### src/rtl/sd_cmd_tx_if.sv
`default_nettype none
// ============================================================================
// Module      : sd_cmd_tx_if
// Description : Request/bit-strobe/status bundle between the SD host command
//               logic and the CMD-line transmitter.
// Revision    : 1.0 - initial release
// ============================================================================
interface sd_cmd_tx_if;
    logic        bit_en;       // SD bit-rate strobe
    logic        start;        // command request
    logic [5:0]  cmd_index;    // command index
    logic [31:0] cmd_arg;      // command argument
    logic        cmd_pin_out;  // serial CMD data
    logic        cmd_oe;       // CMD pad output enable
    logic        busy;         // transmitter occupied
    logic        done;         // one-cycle completion pulse

    // Requester side (host command logic)
    modport master (
        output bit_en, start, cmd_index, cmd_arg,
        input  cmd_pin_out, cmd_oe, busy, done
    );

    // Transmitter side
    modport slave (
        input  bit_en, start, cmd_index, cmd_arg,
        output cmd_pin_out, cmd_oe, busy, done
    );
endinterface
`default_nettype wire

### src/rtl/sd_cmd_tx.sv
`default_nettype none
// ============================================================================
// Module      : sd_cmd_tx
// Description : Host-side SD CMD-line transmitter. Serialises a 48-bit
//               command frame (start, dir, index, argument, CRC7, end bit)
//               MSB-first at the bit_en rate, then drives GAP_BITS idle '1'
//               bits with the pad released before accepting a new command.
// Revision    : 1.0 - initial release
// ============================================================================
module sd_cmd_tx #(
    parameter int GAP_BITS = 8          // Ncc idle bits after the end bit, 0..15
) (
    input  logic        clock,
    input  logic        reset,
    sd_cmd_tx_if.slave  cmd_bus
);

    typedef enum logic [2:0] {
        S_IDLE  = 3'd0,
        S_FRAME = 3'd1,
        S_CRC   = 3'd2,
        S_ENDB  = 3'd3,
        S_GAP   = 3'd4
    } state_t;

    // Last counter value of the gap; unused when there is no gap at all
    localparam logic [5:0] c_gap_last = (GAP_BITS == 0) ? 6'd0 : 6'(GAP_BITS - 1);
    localparam logic [6:0] c_crc_poly = 7'h09;   // x^7 + x^3 + 1

    state_t      r_state, w_state_nxt;
    logic [39:0] r_shift, w_shift_nxt;
    logic [6:0]  r_crc,   w_crc_nxt;
    logic [5:0]  r_cnt,   w_cnt_nxt;
    logic        r_done,  w_done_nxt;

    logic        w_fb;
    logic [6:0]  w_crc_upd;

    // CRC7 step over the bit currently on the line (frame phase only)
    assign w_fb      = r_crc[6] ^ r_shift[39];
    assign w_crc_upd = {r_crc[5:0], 1'b0} ^ (w_fb ? c_crc_poly : 7'h00);

    // State and datapath registers; reset abandons any frame without a done
    always_ff @(posedge clock) begin
        if (reset) begin
            r_state <= S_IDLE;
            r_shift <= '0;
            r_crc   <= '0;
            r_cnt   <= '0;
            r_done  <= 1'b0;
        end else begin
            r_state <= w_state_nxt;
            r_shift <= w_shift_nxt;
            r_crc   <= w_crc_nxt;
            r_cnt   <= w_cnt_nxt;
            r_done  <= w_done_nxt;
        end
    end

    // Next-state, datapath update and line outputs
    always_comb begin
        w_state_nxt         = r_state;
        w_shift_nxt         = r_shift;
        w_crc_nxt           = r_crc;
        w_cnt_nxt           = r_cnt;
        w_done_nxt          = 1'b0;
        cmd_bus.cmd_pin_out = 1'b1;
        cmd_bus.cmd_oe      = 1'b0;

        unique case (r_state)
            S_IDLE: begin
                // A start landing on the done cycle is deliberately dropped;
                // bit_en here is irrelevant, so it cannot eat the start bit.
                if (cmd_bus.start && !r_done) begin
                    w_shift_nxt = {2'b01, cmd_bus.cmd_index, cmd_bus.cmd_arg};
                    w_crc_nxt   = 7'h00;
                    w_cnt_nxt   = 6'd39;
                    w_state_nxt = S_FRAME;
                end
            end
            S_FRAME: begin
                cmd_bus.cmd_oe      = 1'b1;
                cmd_bus.cmd_pin_out = r_shift[39];
                if (cmd_bus.bit_en) begin
                    w_crc_nxt   = w_crc_upd;
                    w_shift_nxt = {r_shift[38:0], 1'b0};
                    if (r_cnt == 6'd0) begin
                        w_cnt_nxt   = 6'd6;
                        w_state_nxt = S_CRC;
                    end else begin
                        w_cnt_nxt = r_cnt - 6'd1;
                    end
                end
            end
            S_CRC: begin
                cmd_bus.cmd_oe      = 1'b1;
                cmd_bus.cmd_pin_out = r_crc[6];
                if (cmd_bus.bit_en) begin
                    w_crc_nxt = {r_crc[5:0], 1'b0};
                    if (r_cnt == 6'd0) begin
                        w_state_nxt = S_ENDB;
                    end else begin
                        w_cnt_nxt = r_cnt - 6'd1;
                    end
                end
            end
            S_ENDB: begin
                cmd_bus.cmd_oe      = 1'b1;
                cmd_bus.cmd_pin_out = 1'b1;
                if (cmd_bus.bit_en) begin
                    if (GAP_BITS == 0) begin
                        w_done_nxt  = 1'b1;
                        w_state_nxt = S_IDLE;
                    end else begin
                        w_cnt_nxt   = c_gap_last;
                        w_state_nxt = S_GAP;
                    end
                end
            end
            S_GAP: begin
                if (cmd_bus.bit_en) begin
                    if (r_cnt == 6'd0) begin
                        w_done_nxt  = 1'b1;
                        w_state_nxt = S_IDLE;
                    end else begin
                        w_cnt_nxt = r_cnt - 6'd1;
                    end
                end
            end
            default: begin
                w_state_nxt = S_IDLE;
            end
        endcase
    end

    assign cmd_bus.busy = (r_state != S_IDLE);
    assign cmd_bus.done = r_done;

endmodule
`default_nettype wire

### src/flat_wrapper.sv
// flat-port wrapper written by rule: the top's interface ports become plain ports
module sd_cmd_tx_flat 
#(
    parameter int GAP_BITS = 8                                                   
)
  (clock, reset, cmd_bus_bit_en, cmd_bus_start, cmd_bus_cmd_index, cmd_bus_cmd_arg, cmd_bus_cmd_pin_out, cmd_bus_cmd_oe, cmd_bus_busy, cmd_bus_done);
  sd_cmd_tx_if cmd_bus_i ();
  input  logic clock;
  input  logic reset;
  input wire logic [$bits(cmd_bus_i.bit_en)-1:0] cmd_bus_bit_en;
  input wire logic [$bits(cmd_bus_i.start)-1:0] cmd_bus_start;
  input wire logic [$bits(cmd_bus_i.cmd_index)-1:0] cmd_bus_cmd_index;
  input wire logic [$bits(cmd_bus_i.cmd_arg)-1:0] cmd_bus_cmd_arg;
  output wire logic [$bits(cmd_bus_i.cmd_pin_out)-1:0] cmd_bus_cmd_pin_out;
  output wire logic [$bits(cmd_bus_i.cmd_oe)-1:0] cmd_bus_cmd_oe;
  output wire logic [$bits(cmd_bus_i.busy)-1:0] cmd_bus_busy;
  output wire logic [$bits(cmd_bus_i.done)-1:0] cmd_bus_done;
  assign cmd_bus_i.bit_en = cmd_bus_bit_en;
  assign cmd_bus_i.start = cmd_bus_start;
  assign cmd_bus_i.cmd_index = cmd_bus_cmd_index;
  assign cmd_bus_i.cmd_arg = cmd_bus_cmd_arg;
  assign cmd_bus_cmd_pin_out = cmd_bus_i.cmd_pin_out;
  assign cmd_bus_cmd_oe = cmd_bus_i.cmd_oe;
  assign cmd_bus_busy = cmd_bus_i.busy;
  assign cmd_bus_done = cmd_bus_i.done;
  sd_cmd_tx #(.GAP_BITS(GAP_BITS)) u_core (.clock(clock), .reset(reset), .cmd_bus(cmd_bus_i));
endmodule
### config.mk
export PLATFORM = sky130hd
export DESIGN_NAME = sd_cmd_tx_flat
export DESIGN_NICKNAME = d
export VERILOG_FILES = /design/src/rtl/sd_cmd_tx_if.sv /design/src/rtl/sd_cmd_tx.sv /design/src/flat_wrapper.sv
export SDC_FILE = /design/constraint.sdc
export NUM_CORES = 1
export LEC_CHECK = 0
export BUFFER_PORTS_ARGS = -buffer_cell sky130_fd_sc_hd__buf_2
export CAP_MARGIN = 40
export CORE_UTILIZATION = 45
export DETAILED_ROUTE_END_ITERATION = 10
export PLACE_DENSITY = 0.64
export SYNTH_ARGS = -nofsm -noshare
export SYNTH_HDL_FRONTEND = slang
export SYNTH_SLANG_ARGS = --single-unit
### constraint.sdc
create_clock -name clock -period 3.05 [get_ports clock]
set_clock_uncertainty 0.1 [all_clocks]
set_input_delay 0.61 -clock clock [delete_from_list [all_inputs] [get_ports clock]]
set_output_delay 0.61 -clock clock [all_outputs]
set_load 0.05 [all_outputs]
Word level (Yosys, flattened, before mapping)
Index checks and enable logic that the tools add are counted.
Storage, ports and cells
  bits in registers: 57
  word-level logic and storage cells: 66
Operators by class
  reduce and logical (&&, ||, !) cells: 15
  eq/ne operators: 14
  add/sub/neg operators: 1
  bitwise operators: 4
  mux-type cells: 27
Operator list (count)
  2-to-1 mux 40 bit: 2
  one-hot mux 40 bit (2 select lines): 1
  2-to-1 mux 6 bit: 6
  2-to-1 mux 3 bit: 8
  one-hot mux 6 bit (4 select lines): 1
  2-to-1 mux 7 bit: 3
  one-hot mux 7 bit (3 select lines): 1
  one-hot mux 3 bit (5 select lines): 1
  inequality test 2 x 1 -> 1 bit, second input constant: 5
  inequality test 2 bit, second input constant: 5
  AND reduction 8 bit: 1
  bitwise XOR 7 bit: 1
  == test 3 x 2 -> 1 bit, second input constant: 2
  logical NOT 6 bit: 1
  AND reduction 6 bit: 1
  nonzero test 3 bit: 2
  OR reduction 3 bit: 2
  subtractor 6 x 1 -> 6 bit, second input constant: 1
  2-to-1 mux 4 bit: 1
  AND reduction 4 bit: 1
  nonzero test 4 bit: 1
  == test 3 x 1 -> 1 bit, second input constant: 1
  == test 3 bit, second input constant: 1
  logical NOT 3 bit: 1
  other kinds (9): 11

Logic depth before layout (Yosys ltp)
Gate-level depths: netlist (run 1).
  word-level depth: 5
  depth in mapped cells: 8
  depth with buffers taken out: 7

Worst setup path before layout (run 1)
No wires, ideal clock.
  path kind: flip-flop to flip-flop
  start point: register u_core.r_state[2]
  end point: register u_core.r_cnt[4]
  required time: 2.823 ns
  stages on the path, launching flop included: 8
  library setup time: 0.127 ns
  arrival: 1.896 ns
  buffers on the path: 2
  path slack: 0.927 ns
  cell sequence: dfxtp_1 buf_4 or3_1 nor2_1 or4_1 buf_4 nor3b_2 or3_1
Between the ends
  longest elaborated chain between the ends: 4
  elaborated cells between the ends (all ways): 14
  those cells by class: eq/ne: 9; mux: 1; reduce/logical: 4
RTL lines
  from (decl): RTL line sd_cmd_tx.sv:30  | state_t r_state, w_state_nxt;
  from (signal assigned): RTL line sd_cmd_tx.sv:52  | r_state <= w_state_nxt;
  == test 3 x 2 -> 1 bit / == test 3 bit (equally long branches): RTL line sd_cmd_tx.sv:70  | unique case (r_state)
  OR reduction 2 bit (no source line)
  inequality test 2 bit (no source line), or another cell as far along
  AND reduction 6 bit (no source line)
  to (signal assigned): RTL line sd_cmd_tx.sv:55  | r_cnt <= w_cnt_nxt;
  to (decl): RTL line sd_cmd_tx.sv:33  | logic [5:0] r_cnt, w_cnt_nxt;
Several ways; a longest one is shown, not always the timed one.
A chain may end at the register's enable or synchronous reset.

Final worst setup path (run 1)
Same ends and word-level chain as after synthesis.

==> results of run 1 <==
## sequential cells by signal (all words and copies together) (netlist names)
register             cells
u_core.r_state           3
u_core.r_crc             7
u_core.r_cnt             6
u_core.cmd_bus.done      1
u_core.r_shift          40
## routing by layer
| metal | share of wire | wire length (um) |
|---|---|---|
| met5 | 0 | 0 |
| met2 | 0.46 | 2510 |
| met3 | 0.044 | 239 |
| met4 | 0.012 | 68 |
| met1 | 0.49 | 2670 |
## critical path, stage by stage, from the launching register on
cell      delay [ns]
dfxtp_1         0.67
or3b_1          0.46
a211oi_2        0.30
or4_1           0.29
nor3b_2         0.07
or3_1           0.34
## through the flow
stage | area, um2 | power, uW | utilization
2_1_floorplan | 2770 | 1220 | -
3_3_place_gp | 3020 | 1310 | 0.510
3_5_place_dp | 3020 | 1320 | 0.510
4_1_cts | 3270 | 2210 | 0.553
5_1_grt | 3270 | 2300 | 0.553
6_report | 3270 | 2190 | 0.553
## worst max-delay path by stage
stage,start,endpoint,slack (ns),depth (start not counted)
3_3_place_gp,u_core.r_state[2],u_core.r_cnt[4],0.78,5
4_1_cts,u_core.r_state[1],cmd_bus_cmd_pin_out,0.69,4
3_5_place_dp,u_core.r_state[2],u_core.r_cnt[4],0.73,5
5_1_grt,u_core.r_state[2],u_core.r_cnt[4],0.55,5
6_report,u_core.r_state[2],u_core.r_cnt[4],0.71,5
2_1_floorplan,u_core.r_state[2],u_core.r_cnt[4],0.93,7
## cells by family (layout without fill, tap and decap cells)
family | Yosys count | count (layout)
and+or+nand+nor | 104 | 104
AOI/OAI and AO/OA | 78 | 78
DFF | 57 | 57
muxes | 38 | 38
buffers and inverters | 31 | 72
adders and majority gates | 2 | 2
xor gates and xnor gates | 2 | 2
## cell usage in the layout, fill, tap and decap left out, types with 2 or more instances in the layout
cell type	n
dfxtp_1	57
nor2_1	49
buf_2	45
a211oi_1	41
mux2i_1	38
a21oi_1	12
nand2_1	11
clkbuf_8	11
nand2b_1	10
nor3_1	8
o21ai_0	8
nand3_1	8
inv_1	6
o22ai_1	4
buf_4	4
or3_1	3
a22oi_1	3
nand3b_1	3
bufinv_16	3
nor3b_1	2
and2_1	2
o211ai_1	2
xnor2_1	2
ha_1	2
## power by group
part / total, uW / leakage [uW] / internal, uW / switching, uW
clock: 889 / 0.000127 / 589 / 299
sequential: 879 / 0.000470 / 824 / 54.5
combinational: 420 / 0.000712 / 179 / 241
## Yosys cell counts (3+ instances only)
cell       n  area share
nor2_1    49       0.066
nand3b_1   3      0.0081
o21ai_0    8       0.014
nand2_1   11       0.015
mux2i_1   38        0.14
a22oi_1    3      0.0081
clkbuf_1  10       0.014
nand2b_1  10       0.023
nand3_1    8       0.014
a21oi_1   12       0.022
a211oi_1  41        0.11
inv_1      6      0.0081
o22ai_1    4      0.0090
dfxtp_1   57        0.41
nor3_1     8       0.014
buf_2     10       0.018
buf_4      5       0.014
or3_1      3      0.0068
## cell type report
| cell class | count | area, um2 |
|---|---|---|
| clock buffers | 12 | 155 |
| clock inverters | 4 | 98.8 |
| fillers | 567 | 2650 |
| inverters | 6 | 22.5 |
| multi-input cells | 224 | 1490 |
| flip-flops and latches | 57 | 1140 |
| well taps | 75 | 93.8 |
| repair buffers | 50 | 275 |
==> impl_metrics.yaml, run 1 <==
outcome:
  status: "complete, no violations"
floorplan:
  fp-row-count: 28
  initial_core_util: 0.468
  io_pins: 46
  die_h_um: 80.4
  die_area_um2: 6470
  chipWidth_um: 80.4
  core_um2: 5920
synthesis:
  synth.ff_latch_count: 57
  ys.flop_type: "dfxtp_1"
  synth-xor-area-share: 0.00633
  synth_top_family_by_area: "compound AO/OA/AOI/OAI gates"
  synth_compound_area_frac: 0.197
  synthesis.area_per_instance_um2: 8.87
  netlist_instances: 312
  syn_nets: 356
  ys_async_sr_fraction: 0
  syn_area_um2: 2770
  synthAdderAreaFrac: 0.00904
  synth-simple-area-share: 0.185
  synth_edf_count: 0
  synthMuxAreaShare: 0.137
  yosysSeqAreaShare: 0.412
  ys_types: 39
  ys_warn_count: 0
route:
  drt-total-wl_um: 5480
  ant_nets: 0
  drt_iter0_drc: 76
  vias_per_cell: 5.38
  num_vias: 2301
  routedWlPerCell_um: 12.8
  drc: 0
  first_pass_iters: 4
setup_path:
  reg2reg_from: "u_core.r_state[2]"
  crit_path_start_kind: "flop"
  timing.setup.critical_path_class: "reg -> reg"
  required_ns: 3.16
  arrival_ns: 2.45
  crit_path_end_kind: "flop"
  r2r-end: "u_core.r_cnt[4]"
  reg2reg_slack_ns: 0.71
  cp_max_fo: 18
  r2r_cells: 5
placement:
  globalplace.congestion: 0.804
  place_hpwl_um: 3640
  placed_cells: 412
  place_ws_ns: 0.730
  port_buffers: 45
grt:
  antenna_found_initial: 0
  met3_usage: 0.0761
  grt_pass1_vias: 2054
  grt_start_max_net_pins: 76
  top_usage_layer: "met2"
  grtUsageMet1: 0.231
  gr-usage-met2: 0.299
  overflow: 0
  grt_use_total: 0.188
  grt_pass1_wl_um: 9290
worst_hold_path:
  min_to: "u_core.r_crc[5]"
  hold_class: "reg -> reg"
  hold_depth: 2
  hold_path.startpoint: "u_core.r_crc[4]"
timing:
  fin_crit_ns: 2.34
  timing.fmax_ghz: 0.428
  finalCritPeriodShare: 0.767
  setup_viol: 0
  setup_tns_ns: 0
  maxSlewHeadroom: 0.591
  rsz0062_at_grt: "no"
  fin_ws_ns: 0.712
  whs_ns: 0.366
  drv_slew: 0
  final-hold-violation-count: 0
  worst_slew_pin_slew_ns: 0.614
power:
  p_per_area_nw_per_um2: 668
  ir_drop_mv: 0.433
  p_leak_uw: 0.00131
cells_and_area:
  fin_cells: 428
  n_antenna_cell: 0
  drive_gt1_frac: 0.204
  final_nets: 392
  syn_to_final_growth_pct: 18.2
cts:
  clkSinkCount: 57
  cts_max_path_buffers: 2
  clock-root-buffer: "clkbuf_8"
  cts_buffers: 9
  clkLatencyLatePin_ns: 0.33
  cts_tree: "done"
  cts_max_level: 3
  post_cts.repair.setup_buffers: 0
  clk_pin_slew_ns: 0.06
  postCtsResizedCells: 0
  postCtsHoldBufs: 0
flow_run:
  cap_violations: 0
Note: power is estimated with default switching activity, not from simulation.
==> run 2: changes to the inputs <==
- ABC_AREA: unset -> 1
- PLACE_DENSITY: 0.64 -> 0.66
- clock period: 3.05 -> 2.1 ns (I/O delays scaled with it)
==> run 2 against run 1 <==
Net effect: cell area increased by 2.3%; combinational power rose to 5.4 times the previous value; sequential power rose by 99%; worst setup slack got worse by 0.61 ns; sequential cell count unchanged; via count is 15% higher; clock-buffer cell count down 1; die area increased by 2.8%; clock power increased by 28%; utilization up 0.26 points; synthesized cell count is 31% higher; critical endpoint is now cmd_bus_cmd_pin_out; largest cell class unchanged; largest power group is now combinational logic.
==> impl_metrics.yaml, run 2 <==
outcome:
  status: "complete, no violations"
cts:
  clkLatencyLatePin_ns: 0.33
  clk_pin_slew_ns: 0.07
  clock-root-buffer: "clkbuf_8"
  cts_max_path_buffers: 2
  clkSinkCount: 57
  cts_buffers: 9
  cts_tree: "done"
  cts_max_level: 3
  postCtsHoldBufs: 0
cells_and_area:
  final_cell_mix: "nand2_1 (145), dfxtp_1 (54), nand3_1 (51), buf_2 (44), nor2_1 (42)"
  finalInstanceArea_um2: 3350
  largest_reg_flops: 40
  fin_util: 0.555
  regArea_um2: 1140
  mostFrequentLayoutCell: "nand2_1"
  n_antenna_cell: 0
  multiInputGateArea_um2: 1520
  num-fill-cells: 604
  top_regs: "u_core.r_shift (40), u_core.r_crc (7), u_core.r_cnt (6)"
  drive_gt1_frac: 0.175
  syn_to_final_growth_pct: 17.5
  final_nets: 492
  top_register: "u_core.r_shift"
power:
  p_leak_uw: 0.00181
  p_per_area_nw_per_um2: 1540
  ir_drop_mv: 0.631
  total_power_uw: 5150
worst_hold_path:
  hold_path.startpoint: "reset"
  hold_class: "in -> reg"
  hold_depth: 2
  min_to: "u_core.r_cnt[4]"
timing:
  whs_ns: 0.251
  maxSlewHeadroom: 0.721
  worst_slew_pin_slew_ns: 0.418
  final-hold-violation-count: 0
  drv_slew: 0
  fin_crit_ns: 2.00
  timing.fmax_ghz: 0.500
  setup_viol: 0
  finalCritPeriodShare: 0.953
grt:
  grt_start_max_net_pins: 75
  gr-usage-met2: 0.318
  met3_usage: 0.0378
  top_usage_layer: "met2"
  grt_pass1_vias: 2289
  grt_use_total: 0.191
  grt_pass1_wl_um: 9830
  grtUsageMet1: 0.236
  overflow: 0
  antenna_found_initial: 0
route:
  ant_nets: 0
  drc: 0
  num_vias: 2654
  routedWlPerCell_um: 11.4
  first_pass_iters: 4
  drt-total-wl_um: 5980
  vias_per_cell: 5.05
  drt_iter0_drc: 162
floorplan:
  core_um2: 6030
  chipWidth_um: 81.6
  initial_core_util: 0.473
  die_area_um2: 6650
  fp-row-count: 28
  io_pins: 46
  die_h_um: 81.6
setup_path:
  cp_max_fo: 7
  timing.setup.critical_path_class: "reg -> out"
  reg2reg_slack_ns: 0.38
  r2r_cells: 8
  crit_path_end_kind: "primary output"
  required_ns: 1.58
  r2r-end: "u_core.r_shift[36]"
  arrival_ns: 1.48
  crit_path_start_kind: "flop"
  reg2reg_from: "u_core.r_state[2]"
synthesis:
  synthTopCellsByCount: "nand2_1 (148), dfxtp_1 (57), nand3_1 (51)"
  yosysTopAreaCell: "dfxtp_1"
  netlist_instances: 408
  ys.flop_type: "dfxtp_1"
  synthMostInstantiatedCell: "nand2_1"
  ys_warn_count: 0
  synth.ff_latch_count: 57
  ys_types: 23
  ys_async_sr_fraction: 0
  syn_area_um2: 2850
  synthesis.area_per_instance_um2: 6.98
  yosysSeqAreaShare: 0.401
  ys_top_cells_by_area: "dfxtp_1 (40%), nand2_1 (19%), o211a_1 (12%), nand3_1 (9.0%), nor2_1 (5.7%)"
  synth_edf_count: 0
  syn_nets: 452
  yosys.area.top_type_share: 0.401
placement:
  port_buffers: 45
  globalplace.congestion: 0.828
  place_hpwl_um: 3920
  place_area_um2: 3110
flow_run:
  cap_violations: 0
==> run 2: cell types whose count changed after synthesis, sizes merged, moves of 6 or more <==
cell | previous run | this run
a211oi | 42 | 0
a21oi | 12 | 6
inv | 6 | 21
mux2i | 38 | 0
nand2 | 11 | 149
nand2b | 10 | 0
nand3 | 8 | 51
o211a | 1 | 35
==> run 2: cell type report <==
class / instances / share of cell area
multi-input cells: 306 / 0.453
flip-flops and latches: 57 / 0.342
repair buffers: 52 / 0.0875
clock buffers: 11 / 0.0452
well taps: 75 / 0.0280
inverters: 22 / 0.0247
clock inverters: 3 / 0.0194
==> run 2: how the worst max path moves through the flow <==
stage	start	endpoint	slack, ns	depth (start not counted)
floorplan	u_core.r_state[0]	cmd_bus_cmd_pin_out	0.16	5
global placement	u_core.r_state[2]	cmd_bus_cmd_pin_out	0.31	5
detailed placement	u_core.r_state[2]	cmd_bus_cmd_pin_out	0.27	5
CTS	u_core.r_state[0]	cmd_bus_cmd_pin_out	0.06	6
global route	u_core.r_state[0]	cmd_bus_cmd_pin_out	-0.006	6
finish	u_core.r_state[2]	cmd_bus_cmd_pin_out	0.1	6
==> run 2: cell families (layout without fill, tap and decap cells) <==
logic type,Yosys count,count (layout),share of synthesized area
compound gates,52,52,0.153
buf+inv,45,88,0.0725
xor+xnor,2,2,0.00615
simple gates,250,250,0.359
fa+ha+maj,2,2,0.00878
flops,57,57,0.401
==> run 2: per-stage QoR <==
stage / std cells / setup TNS, ns / worst slack [ns]
final: 526 / 0 / 0.0990
after global routing: 526 / -0.00629 / -0.00629
after CTS: 526 / 0 / 0.0572
after detailed placement: 512 / 0 / 0.274
after global placement: 512 / 0 / 0.308
after floorplan: 408 / 0 / 0.162
==> run 2: power breakdown <==
part / total [uW] / internal [uW] / switching (uW)
Clock: 1140 / 718 / 422
Combinational: 2270 / 821 / 1450
Sequential: 1750 / 1500 / 241
Total: 5150 / 3040 / 2110
==> run 2: worst max-delay path, stage by stage, from the launching register on <==
cell      delay [ns]
dfxtp_2         0.37
inv_2           0.08
nand2_1         0.12
nor2_4          0.19
nand2_1         0.09
nand3_1         0.08
clkbuf_4        0.22
==> run 2: layer usage <==
metal / routed length, um / up-vias
met1: 2940 / 1178
met4: 55 / 0
li1: - / 1414
met5: 0 / -
met2: 2750 / 54
met3: 234 / 8
==> run 2: what timing repair did <==
action	in CTS	in global routing
endpoints found under the hold margin	0	0
setup buffers	0	0
gates cloned	0	0
resized for setup	5	3
endpoints found under the setup margin	1	1
==> run 3: changes to the inputs <==
- HOLD_SLACK_MARGIN: unset -> 0.02
- SETUP_SLACK_MARGIN: unset -> 0.1
==> run 3 against run 2 <==
Net effect: cell count is 0.57% higher; non-clock buffer count rose by 3; via count decreased by 0.19%; clock power about the same; wire length decreased by 0.62%; critical endpoint unchanged; largest cell class unchanged.
==> impl_metrics.yaml, run 3 (synthesis results as in run 2) <==
cells_and_area:
  final_nets: 495
  multiInputGateArea_um2: 1520
  drive_gt1_frac: 0.181
  regArea_um2: 1140
  top_regs: "u_core.r_shift (40), u_core.r_crc (7), u_core.r_cnt (6)"
  num-fill-cells: 601
  syn_to_final_growth_pct: 18.3
  top_register: "u_core.r_shift"
  mostFrequentLayoutCell: "nand2_1"
  final_cell_mix: "nand2_1 (145), dfxtp_1 (54), nand3_1 (51), buf_2 (44), nor2_1 (42)"
  n_antenna_cell: 0
  largest_reg_flops: 40
timing:
  setup_viol: 0
  fin_crit_ns: 1.91
  maxSlewHeadroom: 0.719
  finalCritPeriodShare: 0.910
  rsz0062_at_grt: "no"
  setup_tns_ns: 0
  whs_ns: 0.256
  final-hold-violation-count: 0
  fin_ws_ns: 0.188
  worst_slew_pin_slew_ns: 0.421
  timing.fmax_ghz: 0.523
  drv_slew: 0
route:
  drc: 0
  num_vias: 2649
  first_pass_iters: 5
  drt_iter0_drc: 147
  routedWlPerCell_um: 11.2
  ant_nets: 0
  drt-total-wl_um: 5950
  vias_per_cell: 5.01
setup_path:
  crit_path_start_kind: "flop"
  r2r_cells: 9
  arrival_ns: 1.39
  reg2reg_from: "u_core.r_state[2]"
  r2r-end: "u_core.r_shift[36]"
  reg2reg_slack_ns: 0.33
  cp_max_fo: 7
  timing.setup.critical_path_class: "reg -> out"
  required_ns: 1.58
  crit_path_end: "cmd_bus_cmd_pin_out"
  crit_path_end_kind: "primary output"
  critPathLaunch: "u_core.r_state[2]"
cts:
  clkLatencyLatePin_ns: 0.33
  clkSinkCount: 57
  cts_max_level: 3
  cts_buffers: 9
  clk_pin_slew_ns: 0.07
  clock-root-buffer: "clkbuf_8"
  cts_tree: "done"
  cts_max_path_buffers: 2
grt:
  grt_pass1_vias: 2297
  overflow: 0
  grt_start_max_net_pins: 75
  grt_use_total: 0.192
  grt_pass1_wl_um: 9850
  antenna_found_initial: 0
power:
  p_leak_uw: 0.00182
  ir_drop_mv: 0.610
  p_per_area_nw_per_um2: 1540
floorplan:
  initial_core_util: 0.473
  chipWidth_um: 81.6
  die_h_um: 81.6
  core_um2: 6030
  fp-row-count: 28
  die_area_um2: 6650
  io_pins: 46
placement:
  place_hpwl_um: 3920
  place_ws_ns: 0.274
  port_buffers: 45
  globalplace.congestion: 0.828
worst_hold_path:
  hold_path.startpoint: "reset"
  hold_class: "in -> reg"
flow_run:
  cap_violations: 0
outcome:
  status: "complete, no violations"
run 3: cell count changes in the layout (fill, tap and decap cells not counted):
cell	delta
buf_4	+4
clkbuf_4	-1
run 3: report_power, final:
part | switching (uW) | total (uW) | internal (uW)
Sequential | 241 | 1750 | 1500
Combinational | 1450 | 2300 | 856
Clock | 418 | 1140 | 718
Total | 2110 | 5180 | 3080
run 3: worst min-delay path by stage:
stage	cells past startpoint	end	slack, ns
6_report	2	u_core.r_shift[39]	0.26
5_1_grt	2	u_core.r_shift[0]	0.24
4_1_cts	2	u_core.r_shift[0]	0.24
3_5_place_dp	2	u_core.r_shift[4]	0.34
3_3_place_gp	2	u_core.r_shift[4]	0.33
2_1_floorplan	2	u_core.r_shift[4]	0.33
run 3: through the flow:
step	utilization	area, um2	power, uW	instances
after global placement	0.516	3110	3960	512
after detailed placement	0.516	3110	4010	512
after global routing	0.559	3370	5640	529
after CTS	0.556	3350	5200	527
after floorplan	-	2850	3590	408
final	0.559	3370	5180	529
run 3: layout make-up:
cell class,instances,share of cell area
timing repair buffer,55,0.0936
sequential,57,0.340
tap,75,0.0278
clock inverter,3,0.0193
clock buffer,11,0.0449
multi-input combinational,306,0.450
inverter,22,0.0245
run 3: critical path, cell delays in order (launching register included):
cell and delay, ns:
dfxtp_2 0.37, inv_2 0.08, nand2_1 0.11, nor2_4 0.16, nand2_1 0.07, nand3_1 0.08
buf_4 0.19
run 3: timing repair:
action                     4_1_cts  5_1_grt
resized for setup                7        1
pin swaps                        1        1
hold buffers                     0        0
hold endpoints to repair         0        0
setup buffers                    1        2
setup endpoints to repair        1        1
run 3: routing by layer:
metal	part of all wire	wire, um	global-route usage	vias to the layer above
met2	0.47	2790	0.320	45
met3	0.035	206	0.0378	8
li1	-	-	-	1421
met5	0	0	0	-
met4	0.010	61	0.0930	0
met1	0.49	2890	0.235	1175
